File: src/rtl/piso_pkg.sv
// rtl/piso_pkg.sv - shared types and helpers for the PISO serializer
package piso_pkg;

    typedef enum logic [1:0] {
        IDLE   = 2'd0,
        SHIFT  = 2'd1,
        PARITY = 2'd2
    } state_t;

    // Widest word the parity helper accepts; narrower words are zero-extended.
    localparam int MAX_WIDTH = 64;

    // Bits needed to count 0..width-1, never less than one.
    function automatic int cnt_width(input int width);
        return (width > 2) ? $clog2(width) : 1;
    endfunction

    // Even parity bit of a word: XOR of all its bits.
    function automatic logic parity_of(input logic [MAX_WIDTH-1:0] word);
        return ^word;
    endfunction

endpackage

File: src/rtl/piso_shift_reg_tx.sv
// rtl/piso_shift_reg_tx.sv - parallel-in serial-out serializer; optional parity bit via PISO_PARITY_EN
module piso_shift_reg_tx
    import piso_pkg::*;
#(
    parameter int WIDTH     = 4,
    parameter bit LSB_FIRST = 1'b1
) (
    input  logic             clk,
    input  logic             rst,
    input  logic [WIDTH-1:0] din_par,
    input  logic             load_valid,
    output logic             load_ready,
    output logic             dout,
    output logic             dout_valid,
    output logic             busy,
    output logic             done
);

    localparam int            CW   = cnt_width(WIDTH);
    localparam logic [CW-1:0] LAST = CW'(WIDTH - 1);

    state_t           state, state_d;
    logic [CW-1:0]    cnt, cnt_d;
    logic [WIDTH-1:0] sreg, sreg_d;
    logic             dout_d, dout_valid_d, busy_d, done_d;
    logic             accept;
    logic             last_bit;
`ifdef PISO_PARITY_EN
    logic             par_q, par_d;
`endif

    assign last_bit = (state == SHIFT) && (cnt == LAST);
    assign accept   = load_valid && load_ready;

    // Ready is a pure function of state; the early assert overlaps the final frame bit.
    always_comb begin
        load_ready = 1'b0;
        if (!rst) begin
            case (state)
                IDLE:    load_ready = 1'b1;
`ifdef PISO_PARITY_EN
                PARITY:  load_ready = 1'b1;
`else
                SHIFT:   load_ready = last_bit;
`endif
                default: load_ready = 1'b0;
            endcase
        end
    end

    // Next-state and next-output logic; a start loads the word and presents its first bit.
    always_comb begin
        state_d      = state;
        cnt_d        = cnt;
        sreg_d       = sreg;
        dout_d       = dout;
        dout_valid_d = dout_valid;
        busy_d       = busy;
        done_d       = 1'b0;
`ifdef PISO_PARITY_EN
        par_d        = par_q;
`endif

        case (state)
            SHIFT: begin
                if (cnt != LAST) begin
                    cnt_d  = cnt + CW'(1);
                    dout_d = LSB_FIRST ? sreg[0] : sreg[WIDTH-1];
                    sreg_d = LSB_FIRST ? (sreg >> 1) : (sreg << 1);
                end else begin
`ifdef PISO_PARITY_EN
                    state_d = PARITY;
                    dout_d  = par_q;
`else
                    done_d       = 1'b1;
                    state_d      = IDLE;
                    dout_d       = 1'b0;
                    dout_valid_d = 1'b0;
                    busy_d       = 1'b0;
`endif
                end
            end
`ifdef PISO_PARITY_EN
            PARITY: begin
                done_d       = 1'b1;
                state_d      = IDLE;
                dout_d       = 1'b0;
                dout_valid_d = 1'b0;
                busy_d       = 1'b0;
            end
`endif
            default: state_d = IDLE;
        endcase

        // A start overrides the frame-end values so back-to-back frames have no gap.
        if (accept) begin
            state_d      = SHIFT;
            cnt_d        = '0;
            dout_d       = LSB_FIRST ? din_par[0] : din_par[WIDTH-1];
            sreg_d       = LSB_FIRST ? (din_par >> 1) : (din_par << 1);
            dout_valid_d = 1'b1;
            busy_d       = 1'b1;
`ifdef PISO_PARITY_EN
            par_d        = parity_of(MAX_WIDTH'(din_par));
`endif
        end
    end

    // State and registered outputs; reset aborts any frame without a done pulse.
    always_ff @(posedge clk) begin
        if (rst) begin
            state      <= IDLE;
            cnt        <= '0;
            sreg       <= '0;
            dout       <= 1'b0;
            dout_valid <= 1'b0;
            busy       <= 1'b0;
            done       <= 1'b0;
`ifdef PISO_PARITY_EN
            par_q      <= 1'b0;
`endif
        end else begin
            state      <= state_d;
            cnt        <= cnt_d;
            sreg       <= sreg_d;
            dout       <= dout_d;
            dout_valid <= dout_valid_d;
            busy       <= busy_d;
            done       <= done_d;
`ifdef PISO_PARITY_EN
            par_q      <= par_d;
`endif
        end
    end

endmodule

File: config.mk
export PLATFORM = sky130hd
export DESIGN_NAME = piso_shift_reg_tx
export DESIGN_NICKNAME = d
export VERILOG_FILES = /design/src/rtl/piso_pkg.sv /design/src/rtl/piso_shift_reg_tx.sv
export SDC_FILE = /design/constraint.sdc
export NUM_CORES = 1
export LEC_CHECK = 0
export ABC_AREA = 1
export CAP_MARGIN = 20
export CORE_MARGIN = 5
export CORE_UTILIZATION = 30
export CTS_BUF_LIST = sky130_fd_sc_hd__clkbuf_8
export CTS_CLUSTER_SIZE = 30
export DETAILED_ROUTE_END_ITERATION = 10
export PLACE_DENSITY_LB_ADDON = 0.05
export SLEW_MARGIN = 25
export SYNTH_ARGS = -nofsm -noshare
export SYNTH_HDL_FRONTEND = slang
export SYNTH_SLANG_ARGS = --single-unit
export TNS_END_PERCENT = 10
File: constraint.sdc
create_clock -name clk -period 1.6 [get_ports clk]
set_clock_uncertainty 0.15 [all_clocks]
set_input_delay 0.32 -clock clk [delete_from_list [all_inputs] [get_ports clk]]
set_output_delay 0.32 -clock clk [all_outputs]
set_load 0.02 [all_outputs]
# [Word level (Yosys, flattened, before mapping)]
# Cells that the tools add are included.
[totals] mem_bits_ro=0 latch_bits=0 wordCells=37 ff_bits=9 ram_bits=0 mem_count=0
[classes] magnitude_cmp=0 n_eq_ne=4 bitwise=1 multipliers=0 div_mod_pow=0 muxes=15 reduce_logical=10 shift=0 addsub=1
[op_table] op="$mux W1" count=11
[op_table] op="$mux W3" count=3
[op_table] op="$reduce_and A2 Y1" count=3
[op_table] op="$ne A2 B2 Y1 const B" count=2
[op_table] op="$reduce_bool A2 Y1" count=2
[op_table] op="$reduce_or A2 Y1" count=2
[op_table] op="$ne A3 B3 Y1 const B" count=1
[op_table] op="$add A2 B1 Y2 const B" count=1
[op_table] op="$eq A2 B2 Y1 const B" count=1
[op_table] op="$logic_and A1 B1 Y1" count=2
[op_table] op="$logic_not A2 Y1" count=1
[op_table] op="$pmux W1 S2" count=1
[op_table] op="$not A1 Y1" count=1

# [Depth between registers and ports, before layout]
# Gate-level depths: netlist of run 1.
[logic_depth] word_depth=7 depth_mapped=7

# [Least setup slack after synthesis of run 1]
# OpenSTA, ideal clock, no wires.
[synth_path] path_kind="reg-to-output" startpoint="register cnt[0]" endpoint="output port load_ready" required_ps=1130 setup_slack_ps=242 path_stages_with_launch=4 arrival_ps=888 path_cell_list="dfxtp_1 > ha_1 > nor2_2 > nor2_1"
[synth_between] elab_chain_len=4
[synth_rtl] item="start, declared" line="piso_shift_reg_tx.sv:23" source="logic [CW-1:0] cnt, cnt_d;"
[synth_rtl] item="start signal, assigned" line="piso_shift_reg_tx.sv:124" source="cnt <= cnt_d;"
[synth_rtl] item="$eq A2 B2 Y1" line="piso_shift_reg_tx.sv:32" source="assign last_bit = (state == SHIFT) && (cnt == LAST);"
[synth_rtl] item="$logic_and A1 B1 Y1" line="piso_shift_reg_tx.sv:32"
[synth_rtl] item="$pmux W1 S2" line="piso_shift_reg_tx.sv:39" source="case (state)"
[synth_rtl] item="$mux W1" line="piso_shift_reg_tx.sv:38" source="if (!rst) begin"
[synth_rtl] item="end, declared" line="piso_shift_reg_tx.sv:12" source="output logic load_ready,"
# Every way passes these cells.

# [Final worst setup path of run 1]
# Same ends and word-level chain as after synthesis.

==> results of run 1 <==
==> cell usage in the layout (no fill, tap or decap) <==
cell type	netlist	routed
a21oi_2	1	1
buf_2	0	1
buf_4	2	8
clkbuf_8	0	3
clkdlybuf4s50_1	0	6
clkinv_2	1	1
dfxtp_1	9	9
dlygate4sd2_1	0	4
ha_1	1	1
inv_1	4	5
inv_2	3	3
inv_4	1	1
nand2_1	11	11
nand2_2	1	1
nand2_4	1	1
nand3_1	2	2
nand3_4	1	1
nand4_1	2	2
nor2_1	11	11
nor2_2	1	1
nor3_2	1	1
o21ai_0	2	2
o21ai_2	1	1
xor2_1	1	1
==> final timing paths <==
kind | start | endpoint | depth (start not counted)
setup / recovery | cnt[0]$_SDFFE_PP0P_ | load_ready | 4
hold / removal | busy$_SDFFE_PP0P_ | busy$_SDFFE_PP0P_ | 2
setup reg to reg | cnt[0]$_SDFFE_PP0P_ | cnt[1]$_SDFFE_PP0P_ | 8
hold reg to reg | busy$_SDFFE_PP0P_ | busy$_SDFFE_PP0P_ | 2
==> registers in the layout, indices dropped and copies added, names as in the netlist <==
register and count:
sreg 3, cnt 2, busy 1, done 1
dout 1, state 1
==> report_power, final <==
group / internal, mW / switching (mW) / leakage [nW]
registers: 0.238 / 0.00582 / 0.0737
logic: 0.0528 / 0.0581 / 0.219
clock network: 0.167 / 0.0891 / 0.0269
==> cell usage after synthesis (all sizes together) <==
cell	count
nand2	13
nor2	12
dfxtp	9
inv	8
nand3	3
o21ai	3
buf	2
nand4	2
a21oi	1
clkinv	1
ha	1
nor3	1
xor2	1
==> stage by stage <==
step	TNS [ns]	instance area (sq um)	hold slack (ns)	worst slack (ns)	total power, mW
2_1_floorplan	0	438	0.305	0.242	0.312
3_3_place_gp	-0.595	612	0.321	-0.382	0.367
3_5_place_dp	-0.566	612	0.318	-0.367	0.367
4_1_cts	0	647	0.327	0.0428	0.624
5_1_grt	0	647	0.366	0.00986	0.645
6_report	0	647	0.324	0.0542	0.610
==> final cells by class <==
class                           count  area, sq um
Inverter                            9         37.5
Sequential cell                     9          180
Timing Repair Buffer               19          160
Clock inverter                      1         3.75
Fill cell                         160          687
Clock buffer                        3         41.3
Multi-Input combinational cell     37          205
Tap cell                           15         18.8
==> metal layers <==
layer  share of wire, %  vias to the layer above
met5                  0                        -
met3                6.8                        2
met2                 45                       10
li1                   -                      219
met1                 47                      178
met4                1.1                        0
==> cells by family (layout without fill, tap and decap cells) <==
group                    count (synthesis)  in the layout  share of synthesized area, %
AO/OA/AOI/OAI                            4              4                          6.29
XOR/XNOR                                 1              1                          2.00
adder cells (fa/ha/maj)                  1              1                          2.86
buffers and inverters                   11             32                          12.0
flip-flops                               9              9                          41.1
AND/OR/NAND/NOR                         31             31                          35.7
==> repair_timing <==
| item | CTS | global route |
|---|---|---|
| hold buffers | 0 | 0 |
| gates resized for setup | 8 | 0 |
| endpoints found under the setup margin | 5 | 0 |
==> worst max-delay path, cell delays in order (launching register included) <==
cell     delay, ns
dfxtp_1       0.31
ha_1          0.22
nor2_2        0.12
nor2_1        0.05
buf_2         0.15
==> impl_metrics.csv, run 1 <==
group,metric,value,unit
status,outcome,"finished, final reports clean",
global_route,met2_usage,15.9,%
critical_path,worstPathArrival,1.08,ns
global_route,grt_max_degree,9,
placed_design,io_buffers,11,
route,vias,409,
route,routed_via_density,4.40,
global_route,grt_usage,10.7,%
route,dr.pass1.iters,2,
floorplanning,die_w,48.2,um
clocking,clk_pin_slew,0.04,ns
logic_synthesis,yosys_warnings,0,
clocking,cts_max_level,1,
logic_synthesis,yosysTopAreaCellShare,41.1,%
cells_and_area,utilization,48.5,%
global_route,use_met3,5.54,%
sta,finalHoldViolCount,0,
sta,tightest_slew,0.199,ns
clocking,cts_buffer_depth,2,
job,maxCapViolations,0,
logic_synthesis,avgSynthCellArea,7.68,sq um
pwr,p_leak,0.319,nW
sta,rsz0062_at_grt,"no",
floorplanning,num_rows,13,
logic_synthesis,yosysTopAreaCell,"dfxtp_1",
cells_and_area,fin_cells,93,
floorplanning,io_pins,12,
critical_path,reg2reg_setup_slack,0.22,ns
clocking,clk_latency,0.23,ns
floorplanning,start_util,32.8,%
route,drtIter0Drc,3,
logic_synthesis,ys_seq_elements,9,
floorplanning,die_h,48.2,um
cells_and_area,area_delta_synth_final,47.7,%
sta,max_freq,647,MHz
sta,maxSlewHeadroom,86.7,%
critical_path,worstPathMaxFanout,2,
global_route,grt_pass1_wl,1620,um
clocking,root_buffer,"clkbuf_8",
logic_synthesis,ys_types,20,
clocking,cts_made_buffers,3,
placed_design,hpwlAfterDp,774,um
global_route,busiest_layer,"met2",
placed_design,globalplace.congestion,0.733,
critical_path,startpoint_type,"flip-flop",
logic_synthesis,synth_area_leaders,"dfxtp_1 41%, nand2_1 9.4%, nor2_1 9.4%",
logic_synthesis,syn_inst,57,
sta,min_period_over_period,96.6,%
cells_and_area,nNetsFinal,87,
clocking,clock-sinks,9,
pwr,powerDensity,944,nW/um^2
clocking,post_cts_buffers,0,
cells_and_area,drive_gt1_share,30.8,%
pwr,ir_drop,0.407,mV
logic_synthesis,synth_nets,65,
critical_path,cp.required,1.13,ns
global_route,overflow,0,
global_route,use_met1,12.8,%
route,ant_nets,0,
logic_synthesis,yosysSeqAreaShare,41.1,%
route,routed_wl,945,um
sta,drv_slew,0,
sta,setup_viol,0,
cells_and_area,num_antenna_cells,0,
sta,period_needed,1.55,ns
route,wire_per_inst,10.2,um
hold_path,hold_path_class,"flip-flop to flip-flop",
route,post-route-drc-count,0,
critical_path,critPathKind,"flip-flop to output pin",
floorplanning,coreArea,1330,sq um
placed_design,dp_cells,89,
clocking,cts_tree,"done",
floorplanning,die_area,2320,sq um
global_route,antenna_found_initial,0,
logic_synthesis,synth.cell_area,438,sq um
global_route,grt_pass1_vias,392,
critical_path,end_kind,"output pin",
(Power assumes the default switching activity.)
==> run 2: changes to the inputs <==
- CELL_PAD_IN_SITES_DETAIL_PLACEMENT: not set -> 1
- CELL_PAD_IN_SITES_GLOBAL_PLACEMENT: not set -> 2
- CORE_UTILIZATION: 30 -> 26
==> run 2 against run 1 <==
Effect of this change: worst hold slack better by 0.0057 ns; global-route usage is 0.84 points lower; routed wire length is 7.5% higher.
==> impl_metrics.csv, run 2 (same netlist as run 1, synthesis figures left out) <==
group,metric,value,unit
cells_and_area,mostFrequentLayoutCells,"11 x nor2_1, 11 x nand2_1, 10 x buf_4",
clocking,cts_buffer_depth,2,
status,outcome,"finished, final reports clean",
critical_path,crit_end,"load_ready",
cells_and_area,nNetsFinal,88,
critical_path,worstPathMaxFanout,2,
pwr,totalPowerFinal,0.617,mW
critical_path,end_kind,"output pin",
floorplanning,die_area,2610,sq um
pwr,ir_drop,0.600,mV
route,wire_per_inst,10.7,um
cells_and_area,drive_gt1_share,32.9,%
clocking,cts_tree,"done",
critical_path,critPathKind,"flip-flop to output pin",
placed_design,dp_cells,91,
cells_and_area,regMostFlops,"sreg",
sta,drv_slew,0,
critical_path,crit_slowest_cell,"dfxtp_1",
global_route,grt_pass1_wl,1780,um
route,dr.pass1.iters,3,
sta,maxSlewHeadroom,86.0,%
sta,min_period_over_period,94.9,%
route,routed_wl,1020,um
global_route,grt_usage,9.87,%
placed_design,hpwlAfterDp,831,um
route,post-route-drc-count,0,
cells_and_area,reg_top3,"sreg (3), cnt (2)",
cells_and_area,fillerInstances,209,
clocking,clk_pin_slew,0.04,ns
critical_path,path_cells,"ha_2 > nor2_4 > nor2_1 > buf_4",
sta,finalHoldViolCount,0,
global_route,overflow,0,
clocking,clk_latency,0.23,ns
sta,tightest_slew,0.211,ns
critical_path,setup.worst_path.start,"cnt[0]$_SDFFE_PP0P_",
sta,period_needed,1.52,ns
floorplanning,start_util,28.1,%
route,routed_via_density,4.31,
clocking,clock-sinks,9,
cells_and_area,num_antenna_cells,0,
global_route,grt_max_degree,9,
critical_path,max_stage_delay,0.31,ns
pwr,powerDensity,926,nW/um^2
placed_design,globalplace.congestion,0.683,
floorplanning,die_w,51.0,um
critical_path,reg2reg_depth,8,
critical_path,reg2reg_setup_slack,0.21,ns
hold_path,hold_path_class,"flip-flop to flip-flop",
route,drtIter0Drc,6,
floorplanning,num_rows,14,
floorplanning,coreArea,1560,sq um
global_route,grt_pass1_vias,421,
critical_path,crit-reg2reg-launch,"cnt[0]$_SDFFE_PP0P_",
critical_path,r2r-end,"cnt[1]$_SDFFE_PP0P_",
clocking,cts_made_buffers,3,
floorplanning,io_pins,12,
critical_path,worstPathArrival,1.05,ns
critical_path,cp.required,1.13,ns
cells_and_area,fin_cells,95,
clocking,cts_max_level,1,
cells_and_area,area_delta_synth_final,52.0,%
placed_design,io_buffers,11,
job,maxCapViolations,0,
pwr,p_leak,0.323,nW
floorplanning,die_h,51.0,um
global_route,antenna_found_initial,0,
route,vias,409,
hold_path,holdPathStages,2,
route,ant_nets,0,
sta,max_freq,658,MHz
clocking,root_buffer,"clkbuf_8",
sta,rsz0062_at_grt,"no",
cells_and_area,largest_reg_flops,3,
sta,setup_viol,0,
critical_path,startpoint_type,"flip-flop",
-- run 2: worst min-delay path by stage --
stage,start,to,slack (ns)
global route,sreg[2]$_SDFFE_PP0P_,sreg[2]$_SDFFE_PP0P_,0.37
detailed placement,busy$_SDFFE_PP0P_,busy$_SDFFE_PP0P_,0.34
finish,busy$_SDFFE_PP0P_,busy$_SDFFE_PP0P_,0.33
floorplan,sreg[2]$_SDFFE_PP0P_,sreg[2]$_SDFFE_PP0P_,0.30
CTS,busy$_SDFFE_PP0P_,busy$_SDFFE_PP0P_,0.34
global placement,sreg[2]$_SDFFE_PP0P_,sreg[2]$_SDFFE_PP0P_,0.32
-- run 2: repair_timing --
| item | 4_1_cts | 5_1_grt |
|---|---|---|
| pin swaps | 1 | 1 |
| gates resized for setup | 8 | 3 |
| hold buffers | 0 | 0 |
| setup endpoints to repair | 5 | 1 |
| buffers inserted | 0 | 0 |
-- run 2: per-stage QoR --
stage               setup WS (ns)  hold slack (ns)  TNS [ns]  utilization, %  instance area (sq um)
floorplan                   0.242            0.305         0               -                    438
global placement           -0.322            0.320    -0.470            39.8                    621
detailed placement         -0.332            0.335    -0.464            39.8                    621
CTS                        0.0300            0.338         0            42.1                    656
global route              0.00354            0.370         0            42.7                    666
finish                     0.0809            0.329         0            42.7                    666
-- run 2: metal layers --
metal / vias to the layer above / wire [um] / GRT usage, %
met5: - / 0 / 0
met4: 0 / 26 / 6.73
met3: 4 / 70 / 5.23
met2: 11 / 452 / 15.2
met1: 177 / 466 / 10.3
li1: 217 / - / -
-- run 2: cell type report --
cell class | count | area, sq um | area share (%)
Multi-Input combinational cell | 37 | 213 | 32.0
Sequential cell | 9 | 180 | 27.1
Timing Repair Buffer | 20 | 170 | 25.6
Clock buffer | 3 | 41.3 | 6.20
Inverter | 9 | 37.5 | 5.64
Tap cell | 16 | 20.0 | 3.01
Clock inverter | 1 | 3.75 | 0.564
-- run 2: report_power, final --
part / internal (mW) / leakage (nW) / total (mW) / switching [mW]
Clock: 0.167 / 0.0269 / 0.257 / 0.0904
Combinational: 0.0556 / 0.223 / 0.115 / 0.0595
Sequential: 0.238 / 0.0737 / 0.244 / 0.00639
-- run 2: worst max-delay path: cells and delay by family, from the launching register on --
kind | cells | cell delay [ns]
DFF | 1 | 0.31
adders and majority gates | 1 | 0.20
and+or+nand+nor | 2 | 0.16
buffers and inverters | 1 | 0.15
